File: src/rtl/pipeline_stall_ctrl.sv
// Pipeline hazard arbiter for the 5-stage in-order core: merges load-use, cache-wait,
// branch-redirect and halt requests into per-stage enables/flushes plus perf counters.
module pipeline_stall_ctrl #(
  parameter int unsigned XLEN      = 64,
  parameter int unsigned CNT_WIDTH = 32
) (
  input  logic                 clk,
  input  logic                 reset,
  input  logic                 load_use_stall,
  input  logic                 icache_wait,
  input  logic                 dcache_wait,
  input  logic                 branch_taken,
  input  logic [XLEN-1:0]      branch_target,
  input  logic                 halt_req,
  output logic                 pc_en,
  output logic                 pc_redirect,
  output logic [XLEN-1:0]      redirect_pc,
  output logic                 if_id_en,
  output logic                 id_ex_en,
  output logic                 ex_mem_en,
  output logic                 mem_wb_en,
  output logic                 if_id_flush,
  output logic                 id_ex_flush,
  output logic                 mem_wb_flush,
  output logic                 halted,
  output logic [CNT_WIDTH-1:0] stall_cycles,
  output logic [CNT_WIDTH-1:0] flush_count
);

  typedef enum logic [1:0] {
    StRun       = 2'd0,
    StRedirPend = 2'd1,
    StHalted    = 2'd2
  } state_e;

  state_e                state_q, state_d;
  logic [XLEN-1:0]       pend_target_q, pend_target_d;
  logic [CNT_WIDTH-1:0]  stall_cycles_q, stall_cycles_d;
  logic [CNT_WIDTH-1:0]  flush_count_q, flush_count_d;

  logic pc_en_c, pc_redirect_c;
  logic if_id_en_c, id_ex_en_c, ex_mem_en_c, mem_wb_en_c;
  logic if_id_flush_c, id_ex_flush_c, mem_wb_flush_c;
  logic flush_inc;

  always_comb begin
    state_d        = state_q;
    pend_target_d  = pend_target_q;
    pc_en_c        = 1'b0;
    pc_redirect_c  = 1'b0;
    if_id_en_c     = 1'b0;
    id_ex_en_c     = 1'b0;
    ex_mem_en_c    = 1'b0;
    mem_wb_en_c    = 1'b0;
    if_id_flush_c  = 1'b0;
    id_ex_flush_c  = 1'b0;
    mem_wb_flush_c = 1'b0;
    flush_inc      = 1'b0;

    case (state_q)
      StRun, StRedirPend: begin
        if (halt_req && !dcache_wait) begin
          mem_wb_en_c    = 1'b1;
          if_id_flush_c  = 1'b1;
          id_ex_flush_c  = 1'b1;
          mem_wb_flush_c = 1'b1;
          state_d        = StHalted;
        end else if (dcache_wait) begin
          // WB already retired its instruction this cycle; bubble it so it cannot retire twice.
          mem_wb_en_c    = 1'b1;
          mem_wb_flush_c = 1'b1;
          if_id_flush_c  = (state_q == StRedirPend);
          if (state_q == StRun && branch_taken) begin
            state_d       = StRedirPend;
            pend_target_d = branch_target;
            flush_inc     = 1'b1;
          end
        end else if (state_q == StRedirPend) begin
          if_id_flush_c = 1'b1;
          id_ex_en_c    = 1'b1;
          ex_mem_en_c   = 1'b1;
          mem_wb_en_c   = 1'b1;
          if (!icache_wait) begin
            pc_en_c       = 1'b1;
            pc_redirect_c = 1'b1;
            state_d       = StRun;
          end
        end else if (branch_taken) begin
          // ID holds a wrong-path instruction, so any load-use request is moot.
          if_id_flush_c = 1'b1;
          id_ex_flush_c = 1'b1;
          ex_mem_en_c   = 1'b1;
          mem_wb_en_c   = 1'b1;
          flush_inc     = 1'b1;
          if (!icache_wait) begin
            pc_en_c       = 1'b1;
            pc_redirect_c = 1'b1;
          end else begin
            state_d       = StRedirPend;
            pend_target_d = branch_target;
          end
        end else if (load_use_stall) begin
          id_ex_flush_c = 1'b1;
          ex_mem_en_c   = 1'b1;
          mem_wb_en_c   = 1'b1;
        end else if (icache_wait) begin
          if_id_flush_c = 1'b1;
          id_ex_en_c    = 1'b1;
          ex_mem_en_c   = 1'b1;
          mem_wb_en_c   = 1'b1;
        end else begin
          pc_en_c     = 1'b1;
          if_id_en_c  = 1'b1;
          id_ex_en_c  = 1'b1;
          ex_mem_en_c = 1'b1;
          mem_wb_en_c = 1'b1;
        end
      end
      StHalted: begin
        state_d = StHalted;
      end
      default: begin
        state_d = StRun;
      end
    endcase

    stall_cycles_d = stall_cycles_q;
    flush_count_d  = flush_count_q;
    if (state_q != StHalted && !pc_en_c) begin
      stall_cycles_d = stall_cycles_q + CNT_WIDTH'(1);
    end
    if (flush_inc) begin
      flush_count_d = flush_count_q + CNT_WIDTH'(1);
    end
  end

  always_ff @(posedge clk or posedge reset) begin
    if (reset) begin
      state_q        <= StRun;
      pend_target_q  <= '0;
      stall_cycles_q <= '0;
      flush_count_q  <= '0;
    end else begin
      state_q        <= state_d;
      pend_target_q  <= pend_target_d;
      stall_cycles_q <= stall_cycles_d;
      flush_count_q  <= flush_count_d;
    end
  end

  // Reset forces every enable and flush low without waiting for a clock edge.
  always_comb begin
    pc_en        = reset ? 1'b0 : pc_en_c;
    pc_redirect  = reset ? 1'b0 : pc_redirect_c;
    if_id_en     = reset ? 1'b0 : if_id_en_c;
    id_ex_en     = reset ? 1'b0 : id_ex_en_c;
    ex_mem_en    = reset ? 1'b0 : ex_mem_en_c;
    mem_wb_en    = reset ? 1'b0 : mem_wb_en_c;
    if_id_flush  = reset ? 1'b0 : if_id_flush_c;
    id_ex_flush  = reset ? 1'b0 : id_ex_flush_c;
    mem_wb_flush = reset ? 1'b0 : mem_wb_flush_c;
    redirect_pc  = (state_q == StRedirPend) ? pend_target_q : branch_target;
    halted       = (state_q == StHalted);
    stall_cycles = stall_cycles_q;
    flush_count  = flush_count_q;
  end

endmodule

File: config.mk
export PLATFORM = sky130hd
export DESIGN_NAME = pipeline_stall_ctrl
export DESIGN_NICKNAME = d
export VERILOG_FILES = /design/src/rtl/pipeline_stall_ctrl.sv
export SDC_FILE = /design/constraint.sdc
export NUM_CORES = 1
export LEC_CHECK = 0
export ABC_CLOCK_PERIOD_IN_PS = 6200
export CORE_MARGIN = 5
export CORE_UTILIZATION = 46
export DETAILED_ROUTE_END_ITERATION = 8
export PLACE_DENSITY = 0.81
export RECOVER_POWER = 100
export REMOVE_ABC_BUFFERS = 1
export SYNTH_ARGS = -nofsm -noshare
export SYNTH_HDL_FRONTEND = slang
export SYNTH_SLANG_ARGS = --single-unit
export TNS_END_PERCENT = 50
File: constraint.sdc
create_clock -name clk -period 6.2 [get_ports clk]
set_input_delay 1.24 -clock clk [delete_from_list [all_inputs] [get_ports clk]]
set_output_delay 1.24 -clock clk [all_outputs]
set_load 0.02 [all_outputs]
Yosys cells after proc, flatten, opt, wreduce, memory -nomap -nowiden

Cells that the tools add are included.

Add/sub/neg operators: 2
Equality and inequality tests: 9
Multiplexer cells: 72
Bitwise gates (word level): 1
Reduce and logical (&&, ||, !) cells: 11

Operator list:

| operator                | number |
|---|---|
| $mux W64                | 6 |
| $add A32 B1 Y32 const B | 2 |
| $mux W1                 | 58 |
| $ne A5 B5 Y1 const B    | 3 |
| $mux W2                 | 7 |
| $reduce_and A6 Y1       | 1 |
| $ne A2 B2 Y1 const B    | 2 |
| $ne A4 B4 Y1 const B    | 1 |
| $pmux W2 S2             | 1 |
| $reduce_and A4 Y1       | 1 |
| $reduce_bool A2 Y1      | 2 |
| $logic_and A1 B1 Y1     | 3 |
| $eq A2 B1 Y1 const B    | 1 |
| $eq A2 B2 Y1 const B    | 1 |
| $logic_not A1 Y1        | 2 |
| $logic_not A2 Y1        | 1 |
| $ne A2 B1 Y1 const B    | 1 |
| $reduce_or A2 Y1        | 1 |
| $not A1 Y1              | 1 |

Register bits: 130
Bits of input ports: 71
Output and inout port bits: 138
Logic and storage cells: 99

Longest topological paths before layout

Gate-level depths: netlist (run 1).

Word-level depth: 9
Mapped depth: 7
Mapped depth without buffers: 6

Worst setup path after synthesis (run 1)

No wires, ideal clock.

Path type: input port to output port
From: input port dcache_wait
To: output port if_id_en
Arrival: 3060 ps
Required time: 4960 ps
Setup slack: 1900 ps
Stages: 4
Buffers on the path: 1
Cells stage by stage: clkbuf_2 > nor4_1 > nand2b_1 > nor4_1

Word-level cells in the longest chain between the ends: 5
Elaborated cells on any way between the ends: 6
Those cells by class: mux (4); reduce/logical (2)

RTL lines:

| what                | RTL line | source |
|---|---|---|
| start, declared     | 11       | `input logic dcache_wait,` |
| $logic_not A1 Y1    | 62       | `if (halt_req && !dcache_wait) begin` |
| $logic_and A1 B1 Y1 | 62       |  |
| $mux W1 (*)         | 62       |  |
| $mux W1 (*)         | 60       | `case (state_q)` |
| $mux W1 (*)         | 155      | `if_id_en = reset ? 1'b0 : if_id_en_c;` |
| end, declared       | 18       | `output logic if_id_en,` |

Every way passes the cells marked *; elsewhere a longest branch is shown, timed or not.

Worst setup path after layout (run 1)

From: input port dcache_wait
To: register pend_target_q[61]

Word-level cells in the longest chain between the ends: 4
Elaborated cells on any way between the ends: 9
Those cells by class: eq/ne (2); mux (1); bitwise (1); reduce/logical (5)

RTL lines:

| what                               | RTL line | source |
|---|---|---|
| $logic_not A1 Y1                   | 62       |  |
| $logic_and A1 B1 Y1                | 62       |  |
| $not A1 Y1 (no source line)        | --       |  |
| $reduce_and A6 Y1 (no source line) | --       |  |
| end signal, assigned               | 145      | `pend_target_q <= pend_target_d;` |
| end, declared                      | 37       | `logic [XLEN-1:0] pend_target_q, pend_target_d;` |

Parallel ways exist; a longest one is shown, timed or not.
A chain may end at the register's enable or synchronous reset.

==> results of run 1 <==
cell type report:
type / count / area [sq um] / share of cell area [%]
clock inverter: 10 / 82.6 / 0.909
sequential: 130 / 3250 / 35.8
inverter: 7 / 26.3 / 0.289
multi-input combinational: 348 / 2910 / 32.1
clock buffer: 22 / 484 / 5.33
timing repair buffer: 211 / 2100 / 23.1
tap: 180 / 225 / 2.48
path summary, 6_finish.rpt:
check	to	slack, ns
setup / recovery	pend_target_q[61]	1.08
hold / removal	flush_count[31]	0.47
setup reg to reg	pend_target_q[61]	2.16
hold reg to reg	flush_count[31]	0.47
max in group asynchronous	pend_target_q[31]	1.70
min in group asynchronous	pend_target_q[35]	2.56
routing by layer:
metal,wire length (microns),track usage [%]
met1,7290,26.8
met2,7780,33.0
met3,1090,5.73
met4,403,8.26
met5,0,0
cell families after synthesis:
family / count (synthesis)
adder cells (fa/ha/maj): 2
AND/OR/NAND/NOR: 145
flip-flops: 130
XOR/XNOR: 62
multiplexers: 130
buffers and inverters: 25
AO/OA/AOI/OAI: 9
Yosys cell counts:
cell type	count
nand4b_1	2
xnor2_1	41
nand2b_4	1
and3_1	8
and2_1	2
clkbuf_1	5
and4_1	5
dfrtp_1	130
nand4_4	1
buf_2	4
nor4_4	1
nor4b_1	1
nand4_1	18
nor4_1	5
o21a_1	3
nor3_1	13
nand3_1	24
and4_2	1
and4bb_2	1
xor2_1	21
or3_4	1
a21oi_1	3
nor3_2	3
nor2_1	22
nor2b_1	2
nand2b_1	5
inv_1	7
clkbuf_2	1
ha_1	2
nor3b_4	1
o21a_4	1
o21ai_0	1
mux2_2	130
nor4_2	3
buf_4	8
nand3_2	1
o21ai_1	1
nand2_1	24
critical path: stages:
cell           delay, ns
dlygate4sd3_1       0.70
nand2b_1            0.25
and3_1              0.28
o21a_1              0.82
clkbuf_1            1.64
mux2_2              0.46
registers in the layout, summed over array words and instances (netlist names):
register       count
state_q            2
pend_target_q     64
flush_count       32
stall_cycles      32
metrics by stage:
stage               setup slack, ns  cell area [sq um]  util (%)  hold WS [ns]  std cells
floorplan                     0.795               6240         -         0.475        485
CTS                            1.61               9150      66.7         0.480        908
detailed placement             1.61               8580      62.5         0.462        876
finish                         1.08               9080      66.2         0.473        908
global placement               1.82               8580      62.5         0.456        876
global route                  0.786               9080      66.2         0.498        908
power by group through the flow:
stage | combinational, uW | sequential (uW) | clock, uW
2_1_floorplan | 692 | 1290 | 0
3_3_place_gp | 1150 | 1270 | 0
3_5_place_dp | 1180 | 1290 | 0
4_1_cts | 1190 | 1280 | 966
5_1_grt | 1190 | 1310 | 1010
6_report | 1110 | 1280 | 948
==> run_results.csv, run 1 <==
group,metric,value,unit
outcome,outcome,"finished, violations left",
outcome,violations,"capacitance limit, slew limit",
min_path,holdCritStartpoint,"flush_count[31]",
synth,synth_xor_area_share,8.56,%
cts,clkLatencyLatePin,0.41,ns
synth,synthSimpleGateAreaFrac,13.6,%
cells_and_area,area_delta_synth_final,43.2,%
detailed_routing,drtAntennaViolNets,0,
timing,report.final.slew_viol_count,131,
cts,clkTransAtPathRegs,0.05,ns
setup_path,arrival,5.41,ns
power_and_ir_drop,p_clk_share,28.4,%
setup_path,critPathRequiredTime,6.49,ns
cells_and_area,diodes,0,
cells_and_area,final_cell_mix,"dlygate4sd3_1 (139), mux2_2 (130), dfrtp_1 (130), clkdlybuf4s50_1 (69), xnor2_1 (41)",
global_route,grt_pass1_wl,26.6,mm
power_and_ir_drop,max-vdd-ir-drop,0.215,mV
global_route,grt-ovfl-total,0,
synth,synth_warnings,0,
cts,cts_inserted_buffers,17,
floorplanning,die_y,127,microns
detailed_routing,firstDrtPassIters,5,
floorplanning,start_util,46.2,%
timing,min_period,5.12,ns
min_path,hold_path.class,"reg2reg",
power_and_ir_drop,p_switching,1050,uW
timing,period_share,82.6,%
power_and_ir_drop,sequentialPowerShare,38.3,%
timing,rsz0062_at_grt,"no",
floorplanning,coreArea,13700,sq um
cells_and_area,final_common_cell,"dlygate4sd3_1",
cts,cts_setup_buffers,0,
min_path,min_path_cells,1,
synth,syn_inst,503,
timing,maxSlewHeadroom,-119,%
synth,synth_compound_area_share,0.986,%
detailed_routing,wl_per_cell,18.2,microns
power_and_ir_drop,combPwrFrac,33.3,%
setup_path,worstSetupEndpointType,"flop",
cts,hold_buffers,0,
global_route,first_global_vias,5051,
power_and_ir_drop,total_power,3340,uW
cells_and_area,nFillCells,1030,
power_and_ir_drop,power.share.switching,31.5,%
synth,yosysTopAreaCellShare,51.3,%
setup_path,startpoint,"dcache_wait",
detailed_routing,vias,4814,
synth,synth-adder-area-share,0.395,%
floorplanning,die_area,16200,sq um
cells_and_area,layout.nets,788,
detailed_routing,route.detailed.drc,0,
timing,clock_skew,0.00646,ns
detailed_routing,via_per_inst,5.30,
global_route,grt_use_total,20.7,%
place,port_buffers,208,
synth,yosys-mux-area-fraction,23.1,%
place,place.gp.congestion,0.848,
synth,ys_seq_elements,130,
synth,yosysUniqueCellTypes,38,
synth,synth_top_family_by_area,"multiplexers",
global_route,grt_max_degree,88,
synth,ys_seq_area_share,51.3,%
timing,final_hold_viol_count,0,
synth,syn_area,6340,sq um
power_and_ir_drop,p_per_area,368,nW/um^2
detailed_routing,drt_iter0_markers,232,
setup_path,worstSetupPathType,"in2reg",
synth,avgSynthCellArea,12.6,sq um
setup_path,reg2reg_from,"state_q[1]",
synth,yosysTopAreaCell,"dfrtp_1",
place,hpwl,12.1,mm
floorplanning,die_w,127,microns
cells_and_area,drive_above_1_share,23.5,%
power_and_ir_drop,p_leak,0.00389,uW
cts,cts_max_path_buffers,2,
cts,htreeDepth,4,
global_route,antenna_found_initial,0,
cts,cts_tree,"done",
power_and_ir_drop,p_int,2290,uW
timing,fmax,195,MHz
cts,cts.sinks,130,
floorplanning,rows,43,
setup_path,r2r_cells,5,
job,maxCapViolations,2,
setup_path,path_max_fanout,42,
timing,setup_violations,0,
timing,worstMarginPinSlew,3.29,ns
timing,fin_tns_setup,0,ns
synth,synth_area_leaders,"dfrtp_1 (51%), mux2_2 (23%), xnor2_1 (5.7%), xor2_1 (2.9%), nand3_1 (1.9%)",
detailed_routing,drt-total-wl,16.6,mm
setup_path,crit_path_start_kind,"input port",
cts,ctsResizeCount,0,
floorplanning,ios,209,
cts,cts_root_buf,"clkbuf_16",
No activity file was read; power rests on OpenSTA's default activity.
==> run 2: changes to the inputs <==
--- a/config.mk
+++ b/config.mk
@@ -5,11 +5,11 @@
 export SDC_FILE = /design/constraint.sdc
 export NUM_CORES = 1
 export LEC_CHECK = 0
-export ABC_CLOCK_PERIOD_IN_PS = 6200
+export ABC_CLOCK_PERIOD_IN_PS = 4140
 export CORE_MARGIN = 5
-export CORE_UTILIZATION = 46
+export CORE_UTILIZATION = 42
 export DETAILED_ROUTE_END_ITERATION = 8
-export PLACE_DENSITY = 0.81
+export PLACE_DENSITY = 0.78
 export RECOVER_POWER = 100
 export REMOVE_ABC_BUFFERS = 1
 export SYNTH_ARGS = -nofsm -noshare
==> constraint.sdc (replaced) <==
create_clock -name clk -period 4.14 [get_ports clk]
set_input_delay 0.828 -clock clk [delete_from_list [all_inputs] [get_ports clk]]
set_output_delay 0.828 -clock clk [all_outputs]
set_load 0.02 [all_outputs]
==> run 2 against run 1 <==
The run still ends with capacitance limit, slew limit left. Setup slack got worse by 0.90 ns. Die area increased by 8.8%. Clock skew about the same. Highest routed layer is now met5. Register-to-register slack got worse by 0.98 ns. Clock-buffer cell count increased by 1. First-iteration DRC count decreased by 4.7%. Clock power increased by 77%.
==> run_results.csv, run 2 (same netlist as run 1, synthesis figures left out) <==
group,metric,value,unit
outcome,violations,"capacitance limit, slew limit",
power_and_ir_drop,p_int,3680,uW
timing,min_period,3.96,ns
cells_and_area,layout.nets,791,
global_route,antenna_found_initial,1,
detailed_routing,via_per_inst,5.21,
setup_path,r2r-end,"pend_target_q[49]",
timing,period_share,95.7,%
power_and_ir_drop,max-vdd-ir-drop,0.279,mV
power_and_ir_drop,power.share.switching,30.1,%
setup_path,path_max_fanout,8,
cts,ctsResizeCount,0,
detailed_routing,firstDrtPassIters,4,
timing,maxSlewHeadroom,-45.5,%
place,pre_cts_slack,0.347,ns
setup_path,r2r_setup_slack,1.18,ns
timing,setup_ws,0.177,ns
floorplanning,rows,45,
cells_and_area,diodes,0,
cells_and_area,final_cell_mix,"dlygate4sd3_1 (138), mux2_2 (130), dfrtp_1 (130), clkdlybuf4s50_1 (70), xnor2_1 (41)",
setup_path,r2r_cells,5,
cts,cts_tree,"done",
setup_path,arrival,3.13,ns
place,hpwl,11.9,mm
cells_and_area,stdcell_area,9220,sq um
global_route,grt_use_total,19.1,%
global_route,first_global_vias,5276,
power_and_ir_drop,combPwrFrac,31.8,%
job,maxCapViolations,2,
outcome,outcome,"finished, violations left",
setup_path,worstSetupPathType,"in2out",
detailed_routing,drt-total-wl,16.5,mm
cells_and_area,area_delta_synth_final,45.4,%
detailed_routing,wl_per_cell,17.9,microns
detailed_routing,vias,4789,
cells_and_area,final_core_util,61.3,%
cts,hold_buffers,0,
detailed_routing,drt_iter0_markers,221,
place,place.gp.congestion,0.846,
cells_and_area,largest_reg_flops,64,
floorplanning,ios,209,
min_path,hold_path.class,"reg2reg",
cells_and_area,final_common_cell,"dlygate4sd3_1",
detailed_routing,drtAntennaViolNets,0,
setup_path,reg2reg_from,"state_q[1]",
cells_and_area,nFillCells,1168,
cts,cts_root_buf,"clkbuf_16",
cts,htreeDepth,4,
setup_path,critPathRequiredTime,3.31,ns
timing,rsz0062_at_grt,"no",
power_and_ir_drop,p_leak,0.00395,uW
cts,clkTransAtPathRegs,0.06,ns
global_route,top_usage_layer,"met2",
floorplanning,die_area,17700,sq um
floorplanning,coreArea,15000,sq um
power_and_ir_drop,total_power,5270,uW
global_route,met1_usage,22.4,%
power_and_ir_drop,p_per_area,571,nW/um^2
detailed_routing,route.detailed.drc,0,
setup_path,worstSetupEndpointType,"primary output",
timing,final_hold_viol_count,0,
timing,worstMarginPinSlew,2.18,ns
timing,clock_skew,0.00657,ns
cts,cts_max_path_buffers,2,
cells_and_area,drive_above_1_share,23.8,%
cts,cts.sinks,130,
timing,fmax,252,MHz
floorplanning,start_util,42.2,%
power_and_ir_drop,p_clk_share,31.9,%
global_route,use_met3,5.40,%
setup_path,startpoint,"dcache_wait",
cts,clkLatencyLatePin,0.41,ns
floorplanning,die_y,133,microns
setup_path,crit_path_start_kind,"input port",
timing,setup_violations,0,
cells_and_area,largest-register,"pend_target_q",
setup_path,worstSetupEndpoint,"if_id_en",
global_route,grt.met2_usage,33.1,%
global_route,grt_pass1_wl,27.3,mm
global_route,grt-ovfl-total,0,
power_and_ir_drop,p_switching,1590,uW
floorplanning,die_w,133,microns
cts,cts_inserted_buffers,17,
cts,cts_setup_buffers,0,
global_route,grt_max_degree,65,
power_and_ir_drop,sequentialPowerShare,36.4,%
timing,report.final.slew_viol_count,121,
place,port_buffers,208,
timing,fin_tns_setup,0,ns
place,dpl_cell_area,8620,sq um
==> run 2: cell count changes in the layout (fill, tap and decap cells not counted), sizes merged <==
cell           change
buf                +1
bufinv             +4
clkbuf             +3
clkdlybuf4s50      +1
clkinv             -4
clkinvlp           -1
dlygate4sd3        -1
==> run 2: routing by layer <==
layer / vias up / wire length (microns)
li1: 2236 / -
met1: 2360 / 6790
met2: 154 / 8350
met3: 37 / 893
met4: 2 / 411
met5: - / 13
==> run 2: power groups by stage <==
| stage | registers (uW) | clock network (uW) | logic, uW |
|---|---|---|---|
| after floorplan | 1940 | 0 | 1040 |
| after global placement | 1910 | 0 | 1740 |
| after detailed placement | 1940 | 0 | 1780 |
| after CTS | 1920 | 1710 | 1790 |
| after global routing | 1970 | 1770 | 1800 |
| final | 1920 | 1680 | 1670 |
==> run 2: how the worst min path moves through the flow <==
stage                      from                to  slack [ns]  cells after the start
2_1_floorplan  pend_target_q[0]  pend_target_q[0]        0.48                      1
5_1_grt         flush_count[31]   flush_count[31]        0.49                      1
3_3_place_gp    flush_count[31]   flush_count[31]        0.46                      1
4_1_cts         flush_count[31]   flush_count[31]        0.47                      1
6_report        flush_count[31]   flush_count[31]        0.47                      1
3_5_place_dp    flush_count[31]   flush_count[31]        0.46                      1
==> run 2: area by class of cell <==
| class | instances | area [sq um] | share of cell area, % |
|---|---|---|---|
| tap | 188 | 235 | 2.55 |
| sequential | 130 | 3250 | 35.3 |
| inverter | 7 | 26.3 | 0.285 |
| clock inverter | 9 | 175 | 1.90 |
| timing repair buffer | 214 | 2130 | 23.1 |
| multi-input combinational | 348 | 2920 | 31.6 |
| clock buffer | 23 | 488 | 5.29 |
==> run 2: stage by stage <==
step / std cells / hold slack [ns]
2_1_floorplan: 485 / 0.475
3_3_place_gp: 887 / 0.456
3_5_place_dp: 887 / 0.464
4_1_cts: 919 / 0.471
5_1_grt: 919 / 0.490
6_report: 919 / 0.467
==> run 2: worst max-delay path: stages <==
cell and delay (ns):
dlygate4sd3_1 0.64, nor4_1 0.51, nand2b_1 0.18, nor4_1 0.23
dlygate4sd3_1 0.74
==> run 3: changes to the inputs <==
--- a/config.mk
+++ b/config.mk
@@ -11,7 +11,6 @@
 export DETAILED_ROUTE_END_ITERATION = 8
 export PLACE_DENSITY = 0.78
 export RECOVER_POWER = 100
-export REMOVE_ABC_BUFFERS = 1
 export SYNTH_ARGS = -nofsm -noshare
 export SYNTH_HDL_FRONTEND = slang
 export SYNTH_SLANG_ARGS = --single-unit
==> run 3 against run 2 <==
Setup slack gained 0.12 ns. Non-clock buffer count unchanged. The run still ends with capacitance limit, slew limit left. Total power fell by 0.40%. Core utilization decreased by 0.22 points. Clock power shrank 4%. First-iteration DRC count up 21%. Sequential power is essentially flat. Register-to-register slack barely moved. Largest power group unchanged. Critical path type unchanged. Cell count unchanged.
==> run_results.csv, run 3 (same netlist as run 1, synthesis figures left out) <==
group,metric,value,unit
outcome,outcome,"finished, violations left",
outcome,violations,"capacitance limit, slew limit",
cells_and_area,layout.nets,791,
floorplanning,rows,45,
detailed_routing,drtAntennaViolNets,0,
cts,cts.sinks,130,
detailed_routing,drt-total-wl,15.6,mm
cells_and_area,stdcell_count,919,
job,maxCapViolations,3,
setup_path,arrival,3.01,ns
setup_path,path_max_fanout,8,
setup_path,crit_path_start_kind,"input port",
cts,cts_root_buf,"clkbuf_16",
timing,report.final.slew_viol_count,197,
global_route,antenna_found_initial,0,
setup_path,reg2reg_from,"state_q[1]",
cts,cts_setup_buffers,0,
floorplanning,die_y,133,microns
cts,cts_max_path_buffers,2,
detailed_routing,wl_per_cell,17.0,microns
detailed_routing,via_per_inst,5.20,
timing,setup_violations,0,
power_and_ir_drop,p_clk_share,30.8,%
setup_path,startpoint,"dcache_wait",
power_and_ir_drop,total_power,5250,uW
global_route,first_global_vias,5173,
setup_path,critPathRequiredTime,3.31,ns
global_route,grt_max_degree,83,
power_and_ir_drop,power.share.switching,30.7,%
min_path,hold_path.class,"reg2reg",
setup_path,worstSetupEndpointType,"primary output",
power_and_ir_drop,p_switching,1610,uW
detailed_routing,drt_iter0_markers,267,
floorplanning,start_util,42.2,%
floorplanning,die_w,133,microns
power_and_ir_drop,p_per_area,571,nW/um^2
timing,rsz0062_at_grt,"no",
cells_and_area,drive_above_1_share,24.1,%
detailed_routing,firstDrtPassIters,4,
place,place_inst,887,
cells_and_area,diodes,0,
timing,final_hold_viol_count,0,
timing,clock_skew,0.0122,ns
power_and_ir_drop,p_leak,0.00390,uW
power_and_ir_drop,combPwrFrac,32.5,%
global_route,grt-ovfl-total,0,
place,port_buffers,208,
detailed_routing,vias,4780,
cts,cts_inserted_buffers,17,
min_path,holdCritStartpoint,"flush_count[31]",
global_route,grt_pass1_wl,26.3,mm
timing,worstMarginPinSlew,2.51,ns
timing,fmax,260,MHz
place,place.gp.congestion,0.797,
setup_path,slowest_stage,"dlygate4sd3_1",
cts,cts_tree,"done",
cts,clkTransAtPathRegs,0.05,ns
power_and_ir_drop,max-vdd-ir-drop,0.302,mV
power_and_ir_drop,p_int,3640,uW
timing,min_period,3.84,ns
floorplanning,die_area,17700,sq um
cells_and_area,final_core_util,61.1,%
timing,fin_tns_setup,0,ns
cells_and_area,final_cell_mix,"mux2_2 (130), dfrtp_1 (130), clkdlybuf4s50_1 (110), dlygate4sd3_1 (98), xnor2_1 (41)",
global_route,use_met3,7.07,%
floorplanning,ios,209,
global_route,met1_usage,21.8,%
cts,clkLatencyLatePin,0.42,ns
synth,synth_nets,576,
global_route,grt_use_total,18.2,%
cts,ctsResizeCount,0,
floorplanning,coreArea,15000,sq um
setup_path,cp_cell_sequence,"dlygate4sd3_1, nor4_1, nand2b_1, nor4_1, dlygate4sd3_1",
cts,htreeDepth,4,
timing,maxSlewHeadroom,-67.4,%
cells_and_area,largest_reg_flops,64,
global_route,top_usage_layer,"met2",
power_and_ir_drop,sequentialPowerShare,36.8,%
detailed_routing,route.detailed.drc,0,
cells_and_area,nFillCells,1185,
timing,period_share,92.7,%
cells_and_area,largest-register,"pend_target_q",
cells_and_area,area_delta_synth_final,44.9,%
global_route,grt.met2_usage,30.1,%
setup_path,worstSetupPathType,"in2out",
cts,hold_buffers,0,
setup_path,slowest_delay,0.71,ns
place,hpwl,11.5,mm
run 3: power groups by stage:
stage / Combinational [uW] / Sequential (uW) / Clock [uW]
6_report: 1700 / 1930 / 1620
5_1_grt: 1830 / 1980 / 1720
4_1_cts: 1790 / 1930 / 1650
3_5_place_dp: 1780 / 1950 / 0
3_3_place_gp: 1740 / 1910 / 0
2_1_floorplan: 1060 / 1930 / 0
run 3: layout make-up:
| type | count | area, sq um | share of cell area, % |
|---|---|---|---|
| Sequential cell | 130 | 3250 | 35.4 |
| Multi-Input combinational cell | 348 | 2920 | 31.7 |
| Timing Repair Buffer | 214 | 2110 | 23.0 |
| Clock buffer | 20 | 467 | 5.08 |
| Tap cell | 188 | 235 | 2.56 |
| Clock inverter | 12 | 180 | 1.96 |
| Inverter | 7 | 27.5 | 0.300 |
run 3: path summary, 6_finish.rpt:
| check | end | slack [ns] | depth (start not counted) |
|---|---|---|---|
| worst max-delay path | if_id_en | 0.30 | 5 |
| worst min-delay path | flush_count[31] | 0.47 | 1 |
| worst min register to register | flush_count[31] | 0.47 | 1 |
| worst max register to register | pend_target_q[0] | 1.18 | 5 |
| max in group asynchronous | flush_count[7] | 0.87 | 3 |
| min in group asynchronous | pend_target_q[39] | 1.62 | 3 |
run 3: metrics by stage:
step	worst slack, ns	area (sq um)	hold slack [ns]
2_1_floorplan	0.664	6350	0.475
3_3_place_gp	0.559	8650	0.459
3_5_place_dp	0.434	8650	0.461
4_1_cts	0.418	9300	0.475
5_1_grt	0.233	9190	0.504
6_report	0.300	9190	0.466
run 3: critical path: cells and delay by family:
kind / cells / cell delay (ns)
buffers and inverters: 2 / 1.36
and+or+nand+nor: 3 / 0.82
run 3: per-layer routing:
layer  up-vias  part of all wire (%)
met3        20                   7.5
met5         -                     0
met4         0                   1.4
li1       2229                     -
met1      2375                    40
met2       156                    51
